--- config.mk ---
export PLATFORM = sky130hd
export DESIGN_NAME = instr_fetch_sequencer
export DESIGN_NICKNAME = d
export VERILOG_FILES = /design/src/rtl/instr_fetch_sequencer.sv
export SDC_FILE = /design/constraint.sdc
export NUM_CORES = 1
export LEC_CHECK = 0
export ABC_AREA = 1
export BUFFER_PORTS_ARGS = -buffer_cell sky130_fd_sc_hd__buf_2
export CAP_MARGIN = 5
export CORE_MARGIN = 2
export CORE_UTILIZATION = 49
export CTS_BUF_LIST = sky130_fd_sc_hd__clkbuf_8
export DETAILED_ROUTE_END_ITERATION = 8
export HOLD_SLACK_MARGIN = 0.15
export MAX_ROUTING_LAYER = met4
export PLACE_DENSITY_LB_ADDON = 0.05
export SYNTH_ARGS = -nofsm -noshare
export SYNTH_HDL_FRONTEND = slang
export SYNTH_SLANG_ARGS = --single-unit
--- constraint.sdc ---
create_clock -name clk -period 2.1 [get_ports clk]
set_input_delay 0.105 -clock clk [delete_from_list [all_inputs] [get_ports clk]]
set_output_delay 0.105 -clock clk [all_outputs]
set_load 0.02 [all_outputs]
--- src/rtl/instr_fetch_sequencer.sv ---
// Fetch/decode sequencer for the nibble CPU: walks the 32x8 instruction memory,
// resolves jumps and branches itself and hands everything else to the datapath.
module instr_fetch_sequencer #(
   parameter int          ADDR_W   = 5,
   parameter int          DATA_W   = 8,
   parameter int unsigned RESET_PC = 0
) (
   input  logic              clk,
   input  logic              reset,
   input  logic              run,
   output logic [ADDR_W-1:0] imem_addr,
   input  logic [DATA_W-1:0] imem_data,
   input  logic [3:0]        flags,
   output logic              exec_valid,
   input  logic              exec_ready,
   output logic [3:0]        opcode,
   output logic [3:0]        operand,
   output logic [DATA_W-1:0] imm,
   output logic              halted
);

   typedef enum logic [1:0] {
      FETCH,
      FETCH_IMM,
      ISSUE,
      HALT
   } state_t;

   localparam logic [3:0] OP_IMM_A = 4'h3;
   localparam logic [3:0] OP_IMM_B = 4'h4;
   localparam logic [3:0] OP_BRANCH = 4'hA;
   localparam logic [3:0] OP_JUMP = 4'hE;
   localparam logic [3:0] OP_HALT = 4'hF;

   state_t              r_state;
   logic [ADDR_W-1:0]   r_pc;
   logic [3:0]          r_opcode;
   logic [3:0]          r_operand;
   logic [DATA_W-1:0]   r_imm;
   logic                r_execValid;
   logic                r_halted;

   logic [3:0]          w_fetchOp;
   logic [3:0]          w_fetchOperand;
   logic [ADDR_W-1:0]   w_pcInc;
   logic [ADDR_W-1:0]   w_jumpTarget;
   logic                w_taken;

   assign w_fetchOp      = imem_data[DATA_W-1 -: 4];
   assign w_fetchOperand = imem_data[3:0];
   assign w_pcInc        = r_pc + ADDR_W'(1);
   assign w_jumpTarget   = ADDR_W'(w_fetchOperand);
   // Operand bits [1:0] pick the flag, bit 2 inverts the sense of the test.
   assign w_taken        = flags[r_operand[1:0]] ^ r_operand[2];

   always_ff @(posedge clk or posedge reset) begin
      if (reset) begin
         r_state     <= FETCH;
         r_pc        <= ADDR_W'(RESET_PC);
         r_opcode    <= '0;
         r_operand   <= '0;
         r_imm       <= '0;
         r_execValid <= 1'b0;
         r_halted    <= 1'b0;
      end else begin
         case (r_state)
            FETCH: begin
               if (run) begin
                  r_opcode  <= w_fetchOp;
                  r_operand <= w_fetchOperand;
                  r_imm     <= '0;
                  case (w_fetchOp)
                     OP_JUMP: begin
                        r_pc <= w_jumpTarget;
                     end
                     OP_HALT: begin
                        r_state  <= HALT;
                        r_halted <= 1'b1;
                     end
                     OP_IMM_A, OP_IMM_B, OP_BRANCH: begin
                        r_pc    <= w_pcInc;
                        r_state <= FETCH_IMM;
                     end
                     default: begin
                        r_pc        <= w_pcInc;
                        r_state     <= ISSUE;
                        r_execValid <= 1'b1;
                     end
                  endcase
               end
            end
            FETCH_IMM: begin
               r_imm <= imem_data;
               if (r_opcode == OP_BRANCH) begin
                  r_pc    <= w_taken ? imem_data[ADDR_W-1:0] : w_pcInc;
                  r_state <= FETCH;
               end else begin
                  r_pc        <= w_pcInc;
                  r_state     <= ISSUE;
                  r_execValid <= 1'b1;
               end
            end
            ISSUE: begin
               if (exec_ready) begin
                  r_execValid <= 1'b0;
                  r_state     <= FETCH;
               end
            end
            HALT: begin
               r_execValid <= 1'b0;
               r_halted    <= 1'b1;
            end
            default: begin
               r_state <= FETCH;
            end
         endcase
      end
   end

   assign imem_addr  = r_pc;
   assign exec_valid = r_execValid;
   assign opcode     = r_opcode;
   assign operand    = r_operand;
   assign imm        = r_imm;
   assign halted     = r_halted;

endmodule

# Yosys cells after proc, flatten, opt, wreduce, memory -nomap -nowiden
# Cells that the tools add are included.
[word_totals]
regBits = 25
latchBits = 0
mem_bits_rw = 0
rom_bits = 0
in_bits = 16
out_inout_bits = 23
word_cells = 60
n_memories = 0
[classes]
addsub = 1
mul = 0
div_mod_pow = 0
n_lt_le_gt_ge = 1
n_eq_ne = 16
shift = 0
muxes = 22
bitwise = 1
n_reduce_logical = 12
[op_table]
columns = ["cell", "n"]
rows = [
  ["one-hot mux 5 bit (2 select lines)", 2],
  ["== test 4 bit (second input constant)", 4],
  ["one-hot mux 8 bit (2 select lines)", 1],
  ["2-to-1 mux 5 bit", 3],
  ["!= test 2 bit (second input constant)", 6],
  ["one-hot mux 2 bit (3 select lines)", 2],
  ["2-to-1 mux 8 bit", 1],
  ["AND reduction 4 bit", 2],
  ["2-to-1 mux 1 bit", 7],
  ["2-to-1 mux 2 bit", 3],
  ["AND reduction 3 bit", 2],
  ["adder 5 x 1 -> 5 bit (second input constant)", 1],
  ["OR reduction 5 bit", 1],
  ["== test 2 bit (second input constant)", 2],
  ["== test 4 x 2 -> 1 bit (second input constant)", 1],
  ["== test 4 x 3 -> 1 bit (second input constant)", 1],
  ["one-hot mux 1 bit (4 select lines)", 1],
  ["AND reduction 2 bit", 2],
  ["nonzero test 2 bit", 2],
  ["< comparator 2 x 3 -> 1 bit (second input constant)", 1],
  ["nonzero test 3 bit", 1],
  ["OR reduction 3 bit", 1],
  ["binary-select mux 1 bit (select 2 bit)", 1],
  ["== test 2 x 1 -> 1 bit (second input constant)", 1],
  ["other kinds (4)", 4],
]

# Longest topological paths before layout
# Gate-level depths: netlist of the first run.
[depth]
ltp_word = 6
mapped_depth = 10

# Worst setup path before layout of the first run
# OpenSTA, ideal clock, no wires.
[synth_timing]
kind = "register to register"
from = "register r_state[0]"
to = "register r_pc[0] (netlist: imem_addr[0])"
setup_ns = 0.120
t_arrival_ns = 1.298
setup_slack_ns = 0.682
stages_incl_launch_ff = 10
cell_sequence = "dfrtp_1 > inv_1 > ha_1 > nand2_2 > o21ai_2 > o21ai_2 > inv_4 > nand2_1 > inv_2 > a21oi_2"
[synth_between]
elab_chain_cells = 3
elab_cells_between_ends = 7
[synth_lines]
columns = ["element", "line", "rtl"]
rows = [
  ["from (decl)", "35", "state_t r_state;"],
  ["from (signal assigned)", "58", "r_state <= FETCH;"],
  ["from (signal assigned)", "77", "r_state <= HALT;"],
  ["from (signal assigned)", "82", "r_state <= FETCH_IMM;"],
  ["zero test 2 bit / == test 2 x 1 -> 1 bit (equally long branches)", "66", "case (r_state)"],
  ["!= test 2 bit (no line) / nonzero test 2 bit (equally long branches)", "-", ""],
  ["AND reduction 3 bit (no line)", "-", ""],
  ["to (signal assigned)", "74", "r_pc <= w_jumpTarget;"],
  ["to (signal assigned)", "81", "r_pc <= w_pcInc;"],
  ["to (signal assigned)", "85", "r_pc <= w_pcInc;"],
  ["to (decl)", "36", "logic [ADDR_W-1:0] r_pc;"],
]
# Parallel ways exist; a longest one is shown, timed or not.
# A chain may end at the register's enable or synchronous reset.

# Worst setup path after layout of the first run
[layout_timing]
from = "register r_state[0]"
to = "register r_pc[1] (netlist: imem_addr[1])"
# The elaborated chain is that of the path after synthesis.

==> impl_results.md, run 1 <==
* WP data required at 2.27 ns
* Placed inst area at ~1700 µm²
* Reg2reg end: imem_addr[1]$_DFFE_PP0P_
* P_leak at 0.912 nW
* Antenna violations before repair at 0
* H-Tree Depth at 1
* Measured slew at the worst slew-check pin at 0.387 ns
* Cells after Synth at 180
* Site Rows at 19
* Syn Std Cell Area at 1450 µm²
* Crit. Startpoint: r_state[0]$_DFFE_PP0P_
* Initial Utilization at 52.0%
* RePlAce Congestion at 0.906
* I/O Pins at 39
* Syn Nets at around 200
* 1st-pass router iterations at 4
* Hold path startpoint: imem_data[3]
* Die width at 58.3 µm
* CTS Sinks at 25
* Startpoint Class: register
* RSZ-0062 raised after global routing: no
* Post-synth cell types at 28
* Skew final at between 0.003 and 0.004 ns
* Residual DRC at 0
* First-pass GRT wire length at about 5400 µm
* IO Port Bufs at 38
* Peak fanout along the critical path at 18
* Reg2Reg Setup Slack at about 0.42 ns
* Final nets at 247
* WHS Path Cells at 3
* CTS resizes at 0
* Core area at 2780 µm²
* Vias at around 1300
* Fin crit share at 79.9%
* GR Overflow Total at 0
* Setup TNS at 0 ns
* Fin area at about 1800 µm²
* DRT Wirelength at about 3200 µm
* Number of global-route vias before repair at around 1300
* Final setup fails at 0
* Max Freq at around 600 MHz
* Pin count of the biggest net entering global routing at 26
* Fraction of layout cells with a size suffix above 1 at 30.2%
* Routed WL per cell at 12.5 µm
* Run status: complete, no violations
* Yosys warnings at 0
* Hold endpoint: imm[3]$_DFFE_PP0P_
* Final hold vios at 0
* Number of diodes at 0
* Max transition margin at 74.1%
* Die height at 58.3 µm
* #FFs+latches synth at 25
* Hold Crit Class: primary input to register
* Pwr Density at 1560 nW/µm²
* Critical path class: register to register
* Mapped Avg Cell Area at 8.04 µm²
* Reg clk slew, reported paths at 0.09 ns
* Tmin final at 1.68 ns
* Area grow syn2layout at 21.7%
* CTS tree: built
* Gr usage total at 21.5%
* Clk buf depth at 2
* VDD IR max at around 1.1 mV
* Worst-Skew Late Latency at about 0.27 ns
* Number of DRC markers in iteration 0 at 73
* Vias per cell at 5.21
* DIE AREA at 3400 µm²
* Inserted Clock Buffers at 3
* Postcts setup bufs at 0
* Reg2reg path depth at 9
* Post-DRT Antenna Nets at 0
* Count of pins over their slew limit at 0
* Nature of the critical path endpoint: register
* Max-cap check violation count at 0
* Worst R2R Start: r_state[0]$_DFFE_PP0P_
* Seq/Total Area, Yosys at 43.3%
* WP data arrival at 1.85 ns
* Root Buffer: clkbuf_8
* DP HPWL at approximately 2500 µm
==> layer usage <==
| metal | track usage [%] | vias to the layer above | part of all wire (%) |
|---|---|---|---|
| met3 | 2.86 | 9 | 4.2 |
| met5 | - | - | 0 |
| met1 | 25.3 | 604 | 45 |
| li1 | - | 680 | - |
| met4 | 9.97 | 0 | 1.9 |
| met2 | 36.4 | 42 | 49 |
==> cell families (layout without fill, tap and decap cells) <==
family                   Yosys count  after routing  synth area share [%]
AND/OR/NAND/NOR                   72             72                  25.1
AO/OA/AOI/OAI                     43             43                  17.0
buffers and inverters             32             77                  8.56
adder cells (fa/ha/maj)            5              5                  4.33
flip-flops                        25             25                  43.3
XOR/XNOR                           3              3                  1.82
==> per-stage QoR <==
step	instances	total power [mW]	worst slack [ns]	hold slack, ns	utilization (%)
floorplan	180	2.04	0.682	0.132	-
CTS	256	2.78	0.416	0.151	63.3
global route	256	3.00	0.276	0.167	63.3
global placement	249	2.42	0.505	0.166	60.5
detailed placement	249	2.47	0.435	0.178	60.5
finish	256	2.75	0.422	0.149	63.3
==> sequential cells by signal, indices dropped and copies added, names as in the netlist <==
signal	flops
exec_valid	1
imem_addr	5
operand	4
r_state	2
halted	1
opcode	4
imm	8
==> cell usage in the layout, fill, tap and decap left out <==
cell type       n
inv_2           6
nor3_4          1
clkbuf_8        3
nand4_1         7
xor2_1          2
a31oi_1         1
nand2_1        36
nand2_2         2
a21oi_2         3
ha_1            5
inv_4           1
nor2_2          1
clkinvlp_4      1
inv_1          22
a21oi_1         9
nand3_2         3
dfrtp_1        25
o21ai_2         4
dlygate4sd3_1   3
xnor2_1         1
o31ai_1         1
clkinv_1        1
buf_4           2
nand3_1        10
or2_2           1
nand3_4         1
buf_2          38
o21ai_1         4
nand2_4         1
o21ai_0        21
nor2_1          9
==> power by group <==
group | internal (mW) | switching, mW | leakage (nW) | total [mW]
Sequential | 0.703 | 0.192 | 0.309 | 0.894
Combinational | 0.556 | 1.00 | 0.582 | 1.56
Clock | 0.135 | 0.161 | 0.0217 | 0.296
Total | 1.39 | 1.36 | 0.912 | 2.75
==> synth_stat cells (all sizes together) <==
library cell / n / share of area (%)
or2: 1 / 0.43
nand2: 39 / 11
nand4: 7 / 3.0
clkbuf: 1 / 0.26
o21ai: 29 / 11
a21oi: 12 / 4.9
buf: 1 / 0.35
o31ai: 1 / 0.52
inv: 29 / 7.7
xor2: 2 / 1.2
a31oi: 1 / 0.43
ha: 5 / 4.3
xnor2: 1 / 0.61
nand3: 14 / 6.7
nor2: 10 / 2.8
dfrtp: 25 / 43
nor3: 1 / 1.1
clkinv: 1 / 0.26
==> cell type report <==
cell class	instances	area [µm²]
Clock buffer	3	41.3
Clock inverter	1	7.51
Fill cell	256	1020
Inverter	30	115
Multi-Input combinational cell	123	697
Sequential cell	25	626
Tap cell	31	38.8
Timing Repair Buffer	43	235
==> critical path, stage by stage (launching register included) <==
cell and delay [ns]:
dfrtp_1 0.43, inv_1 0.10, ha_1 0.30, nand2_2 0.24, o21ai_2 0.13, o21ai_2 0.11, inv_4 0.10, nand2_1 0.07
inv_2 0.06, a21oi_2 0.04
==> worst max path at each step <==
stage,endpoint,depth (start not counted)
finish,imem_addr[1]$_DFFE_PP0P_,9
global route,imem_addr[1]$_DFFE_PP0P_,9
CTS,imem_addr[1]$_DFFE_PP0P_,9
detailed placement,imem_addr[0]$_DFFE_PP0P_,9
global placement,imem_addr[1]$_DFFE_PP0P_,9
floorplan,imem_addr[0]$_DFFE_PP0P_,9
==> timing repair <==
action / in CTS / in global routing
hold buffers: 3 / 0
endpoints found under the hold margin: 28 / 0
endpoints found under the setup margin: 0 / 0
No activity file was read; power rests on OpenSTA's default activity.
==> inputs of run 2 (changes only) <==
clock period = 1.5 ns   (was 2.1 ns; I/O delays follow)
==> run 2 against run 1 <==
Effect of this change: design area rose by 7.7%; critical path depth increased by 1; sequential cell count unchanged; non-clock buffer count grew 10; count of clock-buffer cells in the layout unchanged; die area unchanged; global-route usage rose by 1.5 points; register-to-register slack lost 0.33 ns; final cell count up 3.9%; fmax is 19% higher; worst setup slack got worse by 0.33 ns; total power up 49%.
==> impl_results.md, run 2 (synthesis gave the netlist of run 1 again) <==
* Run status: complete, no violations
* Root Buffer: clkbuf_8
* Kind of cell adding the most delay to the critical path: flip-flops
* Area grow syn2layout at 31.1%
* CP dominant cell by count: inv_1
* Routed WL per cell at 13.0 µm
* Pwr Density at about 2200 nW/µm²
* Final nets at 257
* Hold Crit Class: primary input to register
* Commonest non-fill, non-tap cells in the layout: buf_2 (38), nand2_1 (36), dfrtp_1 (25)
* Commonest non-fill, non-tap cell in the layout: buf_2
* Pin count of the biggest net entering global routing at 26
* WHS Path Cells at 3
* Antenna violations before repair at 0
* GR Overflow Total at 0
* Max-cap check violation count at 0
* Skew final at 0.00998 ns
* Max Freq at between 700 and 800 MHz
* Multi-input combinational cell area at 727 µm²
* Final hold vios at 0
* Vias at 1389
* Nature of the critical path endpoint: register
* Reg area at between 600 and 700 µm²
* Fraction of layout cells with a size suffix above 1 at 33.6%
* Slowest-stage cell, CP: dfrtp_1
* Initial Utilization at 52.0%
* DRT Wirelength at 3450 µm
* Measured slew at the worst slew-check pin at 0.325 ns
* P_leak at 0.968 nW
* Reg2Reg Setup Slack at 0.09 ns
* Number of fill cells at 242
* Largest register FFs at 8
* Gr busiest metal: met2
* Tmin final at 1.41 ns
* Met1 Track Usage GR at 26.0%
* Site Rows at 19
* VDD IR max at between 1.5 and 2 mV
* Worst-Skew Late Latency at between 0.2 and 0.3 ns
* Worst R2R Start: r_state[1]$_DFFE_PP0P_
* WP data required at 1.69 ns
* Post-DRT Antenna Nets at 0
* Reg clk slew, reported paths at 0.10 ns
* DP HPWL at about 2500 µm
* Gr usage total at 23.0%
* Vias per cell at 5.22
* IO Port Bufs at 38
* Hold endpoint: opcode[0]$_DFFE_PP0P_
* Number of DRC markers in iteration 0 at 30
* First-pass GRT wire length at 5820 µm
* RePlAce Congestion at around 0.96
* Buf/Inv on CP at 3
* Core area at 2780 µm²
* Fin crit share at 94.1%
* Count of pins over their slew limit at 0
* Crit. Startpoint: r_state[1]$_DFFE_PP0P_
* Number of diodes at 0
* M2 GR Usage at 40.4%
* CP Cell Sequence: inv_1 -> ha_4 -> nand2_1 -> o21ai_1 -> inv_1 -> o21ai_2 -> inv_1 -> o21ai_2 -> nand2_1 -> o31ai_2
* Reg2reg path depth at 10
* Die height at 58.3 µm
* Total power at just over 4 mW
* CTS Sinks at 25
* Startpoint Class: register
* I/O Pins at 39
* Inserted Clock Buffers at 3
* CP max stage delay at 0.39 ns
* CTS tree: built
* DIE AREA at 3400 µm²
* Critical path class: register to register
* WP data arrival at 1.60 ns
* Reg2reg end: r_state[0]$_DFFE_PP0P_
* Residual DRC at 0
* Max transition margin at 78.4%
* Hold Slack at approximately 0.17 ns
* Final setup fails at 0
* Peak fanout along the critical path at 5
* H-Tree Depth at 1
* Clk buf depth at 2
* Die width at between 50 and 60 µm
* 1st-pass router iterations at 4
* Hold path startpoint: imem_data[4]
* Met3 Use GR at 3.30%
* Number of global-route vias before repair at about 1400
## run 2: cell count changes in the layout (fill, tap and decap cells not counted), sizes merged
cell / before / now
buf: 40 / 45
dlygate4sd3: 3 / 8
clkinvlp: 1 / 0
inv: 29 / 30
## run 2: report_power, final
group / internal, mW / switching [mW]
clock: 0.195 / 0.234
combinational: 0.942 / 1.51
sequential: 0.983 / 0.235
## run 2: worst max path at each step
stage	endpoint	slack, ns	cells after the start
floorplan	imem_addr[0]$_DFFE_PP0P_	0.08	9
global placement	imem_addr[2]$_DFFE_PP0P_	0.1	8
detailed placement	imem_addr[1]$_DFFE_PP0P_	0.05	8
CTS	imem_addr[1]$_DFFE_PP0P_	0.02	8
global route	exec_valid$_DFFE_PP0P_	-0.06	10
finish	r_state[0]$_DFFE_PP0P_	0.09	10
## run 2: metal layers
metal	wire length, µm	vias to the layer above
li1	-	702
met3	131	7
met1	1520	651
met4	62	0
met2	1740	29
met5	0	-
## run 2: worst min-delay path: stages
cell and delay (ns):
buf_2 0.13, inv_1 0.12, o21ai_0 0.10
## run 2: layout make-up
class / instances / area share (%)
Clock buffer: 3 / 2.18
Clock inverter: 1 / 0.462
Inverter: 30 / 6.07
Multi-Input combinational cell: 123 / 38.3
Sequential cell: 25 / 33.0
Tap cell: 31 / 2.05
Timing Repair Buffer: 53 / 17.9
## run 2: timing repair
action                                  in CTS  in global routing
setup buffers                                0                  1
hold endpoints to repair                    38                  0
endpoints found under the setup margin       0                 16
hold buffers                                 8                  0
resized for setup                            0                 10
## run 2: per-stage QoR
stage          cells  area (µm²)  worst slack (ns)  TNS, ns  util, %
6_report         266        1900            0.0881        0     68.2
5_1_grt          266        1900           -0.0640   -0.189     68.2
4_1_cts          265        1840            0.0236        0     66.2
3_5_place_dp     253        1710            0.0451        0     61.5
3_3_place_gp     253        1710            0.0999        0     61.5
2_1_floorplan    180        1450            0.0816        0        -
==> inputs of run 3 (changes only) <==
BUFFER_PORTS_ARGS = -buffer_cell sky130_fd_sc_hd__buf_4   (was -buffer_cell sky130_fd_sc_hd__buf_2)
==> run 3 against run 2 <==
Effect of this change: sequential cell count is the same; combinational power grew 5%; clock skew shrank 0.0071 ns; global-route usage shrank 0.40 points; count of clock-buffer cells in the layout is the same; critical path type unchanged; clock power shrank 2%; sequential share of layout area shrank 1.1 points.
==> impl_results.md, run 3 (synthesis gave the netlist of run 1 again) <==
* Run status: complete, no violations
* Fraction of layout cells with a size suffix above 1 at 32.9%
* Final nets at 256
* Hold Crit Class: primary input to register
* Measured slew at the worst slew-check pin at 0.436 ns
* CTS tree: built
* 1st-pass router iterations at 4
* H-Tree Depth at 1
* Die height at roughly 60 µm
* Commonest non-fill, non-tap cell in the layout: buf_4
* First-pass GRT wire length at 5660 µm
* P_leak at 0.980 nW
* Post-DRT Antenna Nets at 0
* Number of global-route vias before repair at around 1300
* Setup TNS at 0 ns
* Fin crit share at a little over nine tenths
* WP data arrival at 1.63 ns
* Skew final at 0.00291 ns
* CTS Sinks at 25
* Largest register FFs at 8
* Tmin final at 1.45 ns
* Routed WL per cell at 13.1 µm
* Startpoint Class: register
* Critical path class: register to register
* Number of DRC markers in iteration 0 at 48
* Max transition margin at 70.9%
* Inserted Clock Buffers at 3
* Initial Utilization at 52.0%
* Residual DRC at 0
* DP HPWL at 2570 µm
* Count of pins over their slew limit at 0
* Vias at 1366
* DIE AREA at 3400 µm²
* Commonest non-fill, non-tap cells in the layout: buf_4 (43), nand2_1 (36), dfrtp_1 (25)
* VDD IR max at ~1.7 mV
* Max Freq at about 690 MHz
* Peak fanout along the critical path at 4
* Root Buffer: clkbuf_8
* Vias per cell at between 5 and 6
* Number of diodes at 0
* Nature of the critical path endpoint: register
* Clk buf depth at 2
* WP data required at 1.68 ns
* Reg clk slew, reported paths at 0.09 ns
* Die width at slightly below 60 µm
* IO Port Bufs at 38
* Gr usage total at 22.6%
* Pwr Density at ~2200 nW/µm²
* Worst-Skew Late Latency at 0.27 ns
* Reg2Reg Setup Slack at 0.05 ns
* Final hold vios at 0
* Max-cap check violation count at 0
* Core area at 2780 µm²
* DRT Wirelength at 3470 µm
* Area grow syn2layout at 35.6%
* Post-layout util at a little over two thirds
* GR Overflow Total at 0
* Pin count of the biggest net entering global routing at 26
* I/O Pins at 39
* RePlAce Congestion at 0.914
* Final setup fails at 0
* Site Rows at 19
* Antenna violations before repair at 0
-- run 3: timing repair --
| action | CTS | global route |
|---|---|---|
| hold buffers | 8 | 0 |
| gates resized for setup | 0 | 8 |
| setup buffers | 0 | 0 |
| hold endpoints to repair | 38 | 0 |
| endpoints found under the setup margin | 0 | 14 |
-- run 3: area by class of cell --
cell class	count	area (µm²)
Fill cell	232	820
Multi-Input combinational cell	123	719
Sequential cell	25	626
Timing Repair Buffer	52	414
Inverter	30	115
Clock buffer	3	41.3
Tap cell	31	38.8
Clock inverter	1	7.51
-- run 3: routing by layer --
| metal | part of all wire (%) | track usage, % | vias to the layer above |
|---|---|---|---|
| li1 | - | - | 698 |
| met1 | 45 | 27.0 | 624 |
| met2 | 49 | 36.9 | 36 |
| met3 | 4.2 | 4.18 | 8 |
| met4 | 1.9 | 10.6 | 0 |
| met5 | 0 | - | - |
-- run 3: worst max-delay path, cell delays in order (launching register included) --
cell and delay (ns):
dfrtp_1 0.39, buf_4 0.15, ha_1 0.19, inv_1 0.07, o21ai_1 0.05, inv_1 0.07, o21ai_2 0.07, inv_1 0.08
o21ai_2 0.08, o31ai_1 0.22
-- run 3: report_power, final --
part / total [mW] / switching, mW / internal [mW] / leakage, nW
combinational: 2.59 / 1.52 / 1.07 / 0.650
clock: 0.420 / 0.231 / 0.189 / 0.0217
sequential: 1.23 / 0.251 / 0.984 / 0.309
-- run 3: metrics by stage --
stage          hold WS (ns)  instances  setup slack [ns]  area, µm²  power (mW)
6_report              0.166        265            0.0475       1960        4.25
5_1_grt               0.180        265           -0.0247       1960        4.58
4_1_cts               0.157        265            0.0119       1940        4.16
3_5_place_dp          0.157        253            0.0349       1810        3.72
3_3_place_gp          0.147        253            0.0893       1810        3.63
2_1_floorplan         0.102        180            0.0816       1450        2.86
-- run 3: final timing paths --
check	start	end	cells past startpoint
setup / recovery	r_state[1]$_DFFE_PP0P_	r_state[0]$_DFFE_PP0P_	9
hold / removal	imem_data[4]	imm[4]$_DFFE_PP0P_	3
setup reg to reg	r_state[1]$_DFFE_PP0P_	r_state[0]$_DFFE_PP0P_	9
hold reg to reg	imm[6]$_DFFE_PP0P_	imm[6]$_DFFE_PP0P_	2
max in group asynchronous	reset	imem_addr[1]$_DFFE_PP0P_	4
min in group asynchronous	reset	operand[0]$_DFFE_PP0P_	4
